<file path="src/rtl/padded_frame_source.sv">
// Streams one square 8-bit frame from a synchronous RAM as a zero-padded raster.
// Reads are issued against FIFO credits, so the 1-cycle RAM latency never overflows the FIFO.
module padded_frame_source #(
    parameter int IMG_WIDTH = 128,
    parameter int ADDR_W    = 14
) (
    input  logic              clk,
    input  logic              rst,
    input  logic              start,
    output logic              busy,
    output logic              done,
    output logic              mem_rd_en,
    output logic [ADDR_W-1:0] mem_addr,
    input  logic [7:0]        mem_rd_data,
    output logic              valid_out,
    input  logic              ready_in,
    output logic [7:0]        data_out,
    output logic              last_out
);
    localparam int PAD_W = IMG_WIDTH + 2;
    localparam int CW    = $clog2(PAD_W);
    localparam logic [CW-1:0] LAST_C = CW'(PAD_W - 1);
    localparam logic [CW-1:0] IMG_C  = CW'(IMG_WIDTH);

    typedef enum logic [1:0] {S_IDLE, S_RUN, S_DRAIN, S_DONE} state_t;

    state_t            state_q, state_d;
    logic [CW-1:0]     row_q, row_d, col_q, col_d;
    logic [ADDR_W-1:0] addr_q, addr_d;
    logic              tag_vld_q, tag_pad_q, tag_last_q;
    logic [7:0]        fifo_data_q [0:2];
    logic              fifo_last_q [0:2];
    logic [1:0]        wr_ptr_q, rd_ptr_q, cnt_q;

    logic issue, interior, pos_last, push, pop;
    logic [7:0] wdata;

    function automatic logic [1:0] ptr_inc(input logic [1:0] p);
        return (p == 2'd2) ? 2'd0 : p + 2'd1;
    endfunction

    assign interior = (row_q != '0) && (row_q <= IMG_C) && (col_q != '0) && (col_q <= IMG_C);
    assign pos_last = (row_q == LAST_C) && (col_q == LAST_C);
    // Credit check uses registered state only, keeping ready_in off the read path.
    assign issue    = (state_q == S_RUN) && (({1'b0, cnt_q} + {2'b00, tag_vld_q}) < 3'd3);

    assign mem_rd_en = issue && interior;
    assign mem_addr  = addr_q;
    assign busy      = (state_q == S_RUN) || (state_q == S_DRAIN);
    assign done      = (state_q == S_DONE);

    assign valid_out = (cnt_q != 2'd0);
    assign data_out  = fifo_data_q[rd_ptr_q];
    assign last_out  = valid_out && fifo_last_q[rd_ptr_q];

    assign push  = tag_vld_q;
    assign pop   = valid_out && ready_in;
    assign wdata = tag_pad_q ? 8'h00 : mem_rd_data;

    always_comb begin
        state_d = state_q;
        row_d   = row_q;
        col_d   = col_q;
        addr_d  = addr_q;
        case (state_q)
            S_IDLE: begin
                if (start) begin
                    state_d = S_RUN;
                    row_d   = '0;
                    col_d   = '0;
                    addr_d  = '0;
                end
            end
            S_RUN: begin
                if (issue) begin
                    if (interior) addr_d = addr_q + 1'b1;
                    if (col_q == LAST_C) begin
                        col_d = '0;
                        row_d = row_q + 1'b1;
                    end else begin
                        col_d = col_q + 1'b1;
                    end
                    if (pos_last) state_d = S_DRAIN;
                end
            end
            S_DRAIN: begin
                if (pop && last_out) state_d = S_DONE;
            end
            default: state_d = S_IDLE;
        endcase
    end

    always_ff @(posedge clk or posedge rst) begin
        if (rst) begin
            state_q    <= S_IDLE;
            row_q      <= '0;
            col_q      <= '0;
            addr_q     <= '0;
            tag_vld_q  <= 1'b0;
            tag_pad_q  <= 1'b0;
            tag_last_q <= 1'b0;
        end else begin
            state_q    <= state_d;
            row_q      <= row_d;
            col_q      <= col_d;
            addr_q     <= addr_d;
            tag_vld_q  <= issue;
            tag_pad_q  <= !interior;
            tag_last_q <= pos_last;
        end
    end

    always_ff @(posedge clk or posedge rst) begin
        if (rst) begin
            wr_ptr_q <= 2'd0;
            rd_ptr_q <= 2'd0;
            cnt_q    <= 2'd0;
            for (int i = 0; i < 3; i++) begin
                fifo_data_q[i] <= 8'h00;
                fifo_last_q[i] <= 1'b0;
            end
        end else begin
            if (push) begin
                fifo_data_q[wr_ptr_q] <= wdata;
                fifo_last_q[wr_ptr_q] <= tag_last_q;
                wr_ptr_q              <= ptr_inc(wr_ptr_q);
            end
            if (pop) rd_ptr_q <= ptr_inc(rd_ptr_q);
            case ({push, pop})
                2'b10:   cnt_q <= cnt_q + 2'd1;
                2'b01:   cnt_q <= cnt_q - 2'd1;
                default: cnt_q <= cnt_q;
            endcase
        end
    end
endmodule

</file>
<file path="config.mk">
export PLATFORM = sky130hd
export DESIGN_NAME = padded_frame_source
export DESIGN_NICKNAME = d
export VERILOG_FILES = /design/src/rtl/padded_frame_source.sv
export SDC_FILE = /design/constraint.sdc
export NUM_CORES = 1
export LEC_CHECK = 0
export CAP_MARGIN = 0
export CORE_MARGIN = 4
export CORE_UTILIZATION = 56
export DETAILED_ROUTE_END_ITERATION = 6
export GPL_ROUTABILITY_DRIVEN = 0
export PLACE_DENSITY_LB_ADDON = 0.1
export SYNTH_ARGS = -nofsm -noshare
export SYNTH_HDL_FRONTEND = slang
export SYNTH_SLANG_ARGS = --single-unit
</file>
<file path="constraint.sdc">
create_clock -name clk -period 2.84 [get_ports clk]
set_input_delay 0.568 -clock clk [delete_from_list [all_inputs] [get_ports clk]]
set_output_delay 0.568 -clock clk [all_outputs]
set_load 0.1 [all_outputs]
</file>
# After elaboration in Yosys (flattened, before gate mapping)
# Index checks and enable logic that the tools add are counted.
# classes
add_sub_neg,8
magnitude_cmp,6
n_eq_ne,15
muxes,32
bitwise,2
n_reduce_logical,22
# ops
cell,n
8-bit 2-to-1 mux,9
14-bit 2-to-1 mux,3
8-bit case mux with 2 select lines,2
14-bit case mux with 2 select lines,1
24-bit bitwise mux,1
8-bit by 1-bit adder with 8-bit output (second input constant),2
8-bit binary-select mux with 2-bit select,1
8-bit demux with 2-bit select,1
8-bit == test (second input constant),2
8-bit <= comparator (second input constant),2
8-bit nonzero test,2
14-bit by 1-bit adder with 14-bit output (second input constant),1
2-bit 2-to-1 mux,6
4-bit AND reduction,3
2-bit == test (second input constant),5
1-bit logical AND,10
2-bit != test (second input constant),4
2-bit by 1-bit adder with 2-bit output (second input constant),3
3-bit >= comparator (second input constant),2
2-bit NOT with 3-bit output,2
2-bit case mux with 3 select lines,1
2-bit nonzero test,3
2-bit by 1-bit == test with 1-bit output (second input constant),2
2-bit by 1-bit != test with 1-bit output (second input constant),2
13 further kinds,15
# word_totals
register_bits,68
out_inout_bits,27

# Depth between registers and ports, before layout
# depth
word_depth,8
depth_mapped,9
ltp_nobuf,7

# Least setup slack after synthesis
# Ideal clock, no wire load.
# synth_path
path_type,flip-flop to output port
start,register col_q[3]
end,output port mem_rd_en
t_arrival_ps,3444
required_time_ps,2272
path_slack_ps,-1172
path_stages_with_launch,6
path_buffers,1
path_cell_list,dfrtp_1 > or3_4 > o41ai_4 > nand4_2 > buf_4 > nor3_1
# synth_between
elab_chain_cells,4
# synth_rtl
item,line,rtl
"start, declared",28,"logic [CW-1:0] row_q, row_d, col_q, col_d;"
"start signal, assigned",105,col_q <= col_d;
branches (longest 2 deep; another with 8-bit <= comparator),n/a,
1-bit logical AND (*),42,assign interior = (row_q != '0) && (row_q <= IMG_C) && (col_q != '0) && (col_q <= IMG_C);
1-bit logical AND (*),47,assign mem_rd_en = issue && interior;
"end, declared",12,"output logic mem_rd_en,"
# Every way passes the cells marked *.

# Worst setup path in the final report
# Ends and elaborated chain as after synthesis.

==> qor.tcl <==
set qor(outcome) {completed}
set qor(core.rowCount) 28
set qor(core_um2) 6030
set qor(synth_enable_flop_cells) 0
set qor(grtUsageTotal_pct) 21.2
set qor(finalSetupViolations) 0
set qor(cts_setup_buffers) 0
set qor(yosysWarningCount) 0
set qor(fin_tns_setup_ns) 0
set qor(fmaxAchievable_ghz) 0.380
set qor(grt_first_pass_wirelength_um) 12600
set qor(detailedPlacementHpwl_um) 4970
set qor(timing.rr.start) {push$_DFF_PP0_}
set qor(initial_core_util_pct) 58.4
set qor(netlist-cell-type-count) 51
set qor(rrSetupSlack_ns) 0.33
set qor(pin_count_of_the_biggest_net_entering_global_routing) 69
set qor(synthArstFlopShare_pct) 100
set qor(finalHoldViolations) 0
set qor(design.final.nets) 428
set qor(finalWirelength_um) 7370
set qor(post_route_cells_drive_above_1_share_pct) 16.7
set qor(yosys.area.top_type) {dfrtp_1}
set qor(cts_resized) 0
set qor(postCtsHoldBufs) 0
set qor(drv_slew) 0
set qor(timing.max_cap.violations) 0
set qor(design.die.area_um2) 7620
set qor(hold_path_class) {reg2reg}
set qor(worstSetupStartpoint) {col_q[3]$_DFFE_PP0P_}
set qor(cts_max_level) 3
set qor(via_per_inst) 5.72
set qor(clkLatencyLatePin_ns) 0.34
set qor(critical_path_peak_fanout) 4
set qor(floorplan.io_pins) 39
set qor(finalCritPeriodShare_pct) 92.8
set qor(power.leakage_nw) 1.92
set qor(clkSlewWorstSetupHoldPaths_ns) 0.07
set qor(placedInstanceArea_um2) 4050
set qor(drc) 0
set qor(detailroute.via_count) 2753
set qor(max-clock-path-buffers) 2
set qor(synth_area_per_cell_um2) 9.80
set qor(dieHeight_um) 87.3
set qor(final_antenna_net_count) 0
set qor(die_width_um) 87.3
set qor(worstPathArrival_ns) 2.07
set qor(cp-end-kind) {output port}
set qor(worst_r2r_endpoint) {row_q[5]$_DFFE_PP0P_}
set qor(layout_min_cycle_time_ns) 2.63
set qor(cts_tree) {built}
set qor(drt_first_iter_violations) 99
set qor(syn_nets) 386
set qor(worst-setup-path-type) {reg2out}
set qor(critical_path.startpoint_type) {flip-flop}
set qor(grt_antenna_before_repair) 0
set qor(synth-main-ff-cell) {dfrtp_1}
set qor(synth_most_common_cell) {dfrtp_1}
set qor(reg2reg_depth) 7
set qor(syn-instance-count) 359
set qor(post-synth-top-area-fraction_pct) 48.4
set qor(ir_worst_vdd_mv) 0.424
set qor(worst-endpoint-required_ns) 2.27
set qor(cts-buffers-inserted) 9
set qor(yosys_register_bits) 68
set qor(layout.filler_cells) 464
set qor(fin_total_pwr_mw) 3.15
set qor(grt_overflow) 0
set qor(post_drt_wl_per_cell_um) 15.3
set qor(first_global_vias) 2715
set qor(crit_path_end) {mem_rd_en}
set qor(postLayoutCellArea_um2) 4300
set qor(synthTopCellsByCount) {dfrtp_1, nand2_1, o21ai_0}
set qor(power.density_nw_per_um2) 733
set qor(tightestPinTransition_ns) 0.740
set qor(diodes) 0
set qor(synth_seq_area_share_pct) 48.4
set qor(timing.clock.skew_ns) 0.00971
set qor(timing.hold.ws_ns) 0.480
set qor(synthesis.area_um2) 3520
set qor(rsz0062_at_grt) {no}
set qor(clock-sinks) 68
set qor(port_buffers) 38
set qor(first_pass_iters) 4
set qor(root_buffer) {clkbuf_8}
set qor(slew_headroom_pct) 49.4
set qor(areaGrowthSynthToFinish_pct) 22.2
set qor(synth.area.top_cells) {dfrtp_1, o21ai_0, ha_1, nand2_1, mux2i_1}
[cells by family after synthesis]
logic type      synth area share [%]
xor+xnor                        3.49
mux                             4.45
fa+ha+maj                       5.33
buf+inv                         3.56
simple gates                    19.6
flops                           48.4
compound gates                  15.2
[through the flow]
step	worst slack [ns]	util [%]	cells
2_1_floorplan	-0.302	-	359
5_1_grt	0.0636	71.3	481
3_5_place_dp	0.408	67.2	465
3_3_place_gp	0.516	67.2	465
4_1_cts	0.183	71.3	481
6_report	0.205	71.3	481
[state kept, by name, summed over array words and instances (netlist names)]
register,flops
fifo_data_q,24
mem_addr,14
col_q,8
row_q,8
fifo_last_q,3
cnt_q,2
rd_ptr_q,2
state_q,2
wr_ptr_q,2
push,1
tag_last_q,1
tag_pad_q,1
[area by class of cell]
class / instances / area [µm²] / area share, %
clock inverters: 7 / 124 / 2.88
multi-input cells: 261 / 1710 / 39.7
repair buffers: 45 / 490 / 11.4
flip-flops and latches: 68 / 1700 / 39.6
well taps: 75 / 93.8 / 2.18
inverters: 16 / 60.1 / 1.40
clock buffers: 9 / 124 / 2.88
[routing by layer]
| metal | track usage, % | share of wire [%] | vias to the layer above | wire (µm) |
|---|---|---|---|---|
| met1 | 28.4 | 46 | 1317 | 3410 |
| met5 | 0 | 0 | - | 0 |
| met4 | 9.76 | 1.9 | 0 | 142 |
| met3 | 4.07 | 4.3 | 15 | 319 |
| met2 | 33.3 | 47 | 68 | 3490 |
| li1 | - | - | 1353 | - |
[worst min-delay path by stage]
stage,from,to,cells past startpoint
floorplan,fifo_data_q[16]$_DFFE_PP0P_,fifo_data_q[16]$_DFFE_PP0P_,2
global placement,fifo_data_q[7]$_DFFE_PP0P_,fifo_data_q[7]$_DFFE_PP0P_,2
detailed placement,fifo_data_q[19]$_DFFE_PP0P_,fifo_data_q[19]$_DFFE_PP0P_,2
CTS,fifo_data_q[19]$_DFFE_PP0P_,fifo_data_q[19]$_DFFE_PP0P_,2
global route,fifo_data_q[21]$_DFFE_PP0P_,fifo_data_q[21]$_DFFE_PP0P_,2
finish,fifo_data_q[22]$_DFFE_PP0P_,fifo_data_q[22]$_DFFE_PP0P_,2
[worst max-delay path, cell delays in order, from the launching register on]
cell and delay, ns:
dfrtp_1 0.42, or3_4 0.43, or4b_1 0.50, nand4_2 0.13
nor3_2 0.07, buf_12 0.18
[report_power, final]
group / switching, mW / total (mW) / internal (mW) / leakage, nW
sequential: 0.143 / 1.22 / 1.08 / 0.853
combinational: 0.639 / 0.955 / 0.316 / 0.950
clock: 0.387 / 0.976 / 0.589 / 0.120
total: 1.17 / 3.15 / 1.98 / 1.92
[cell usage in the layout, fill, tap and decap left out, drive strengths merged, types with 4 or more instances in the layout]
cell	n
dfrtp	68
nand2	47
o21ai	47
buf	34
nor2	20
inv	17
nand3	16
ha	15
and3	12
xor2	11
clkdlybuf4s50	11
mux2i	10
clkbuf	9
nand4	9
nand2b	8
nor3	8
o22a	7
mux2	5
a21o	4
No activity file was read; power rests on OpenSTA's default activity.
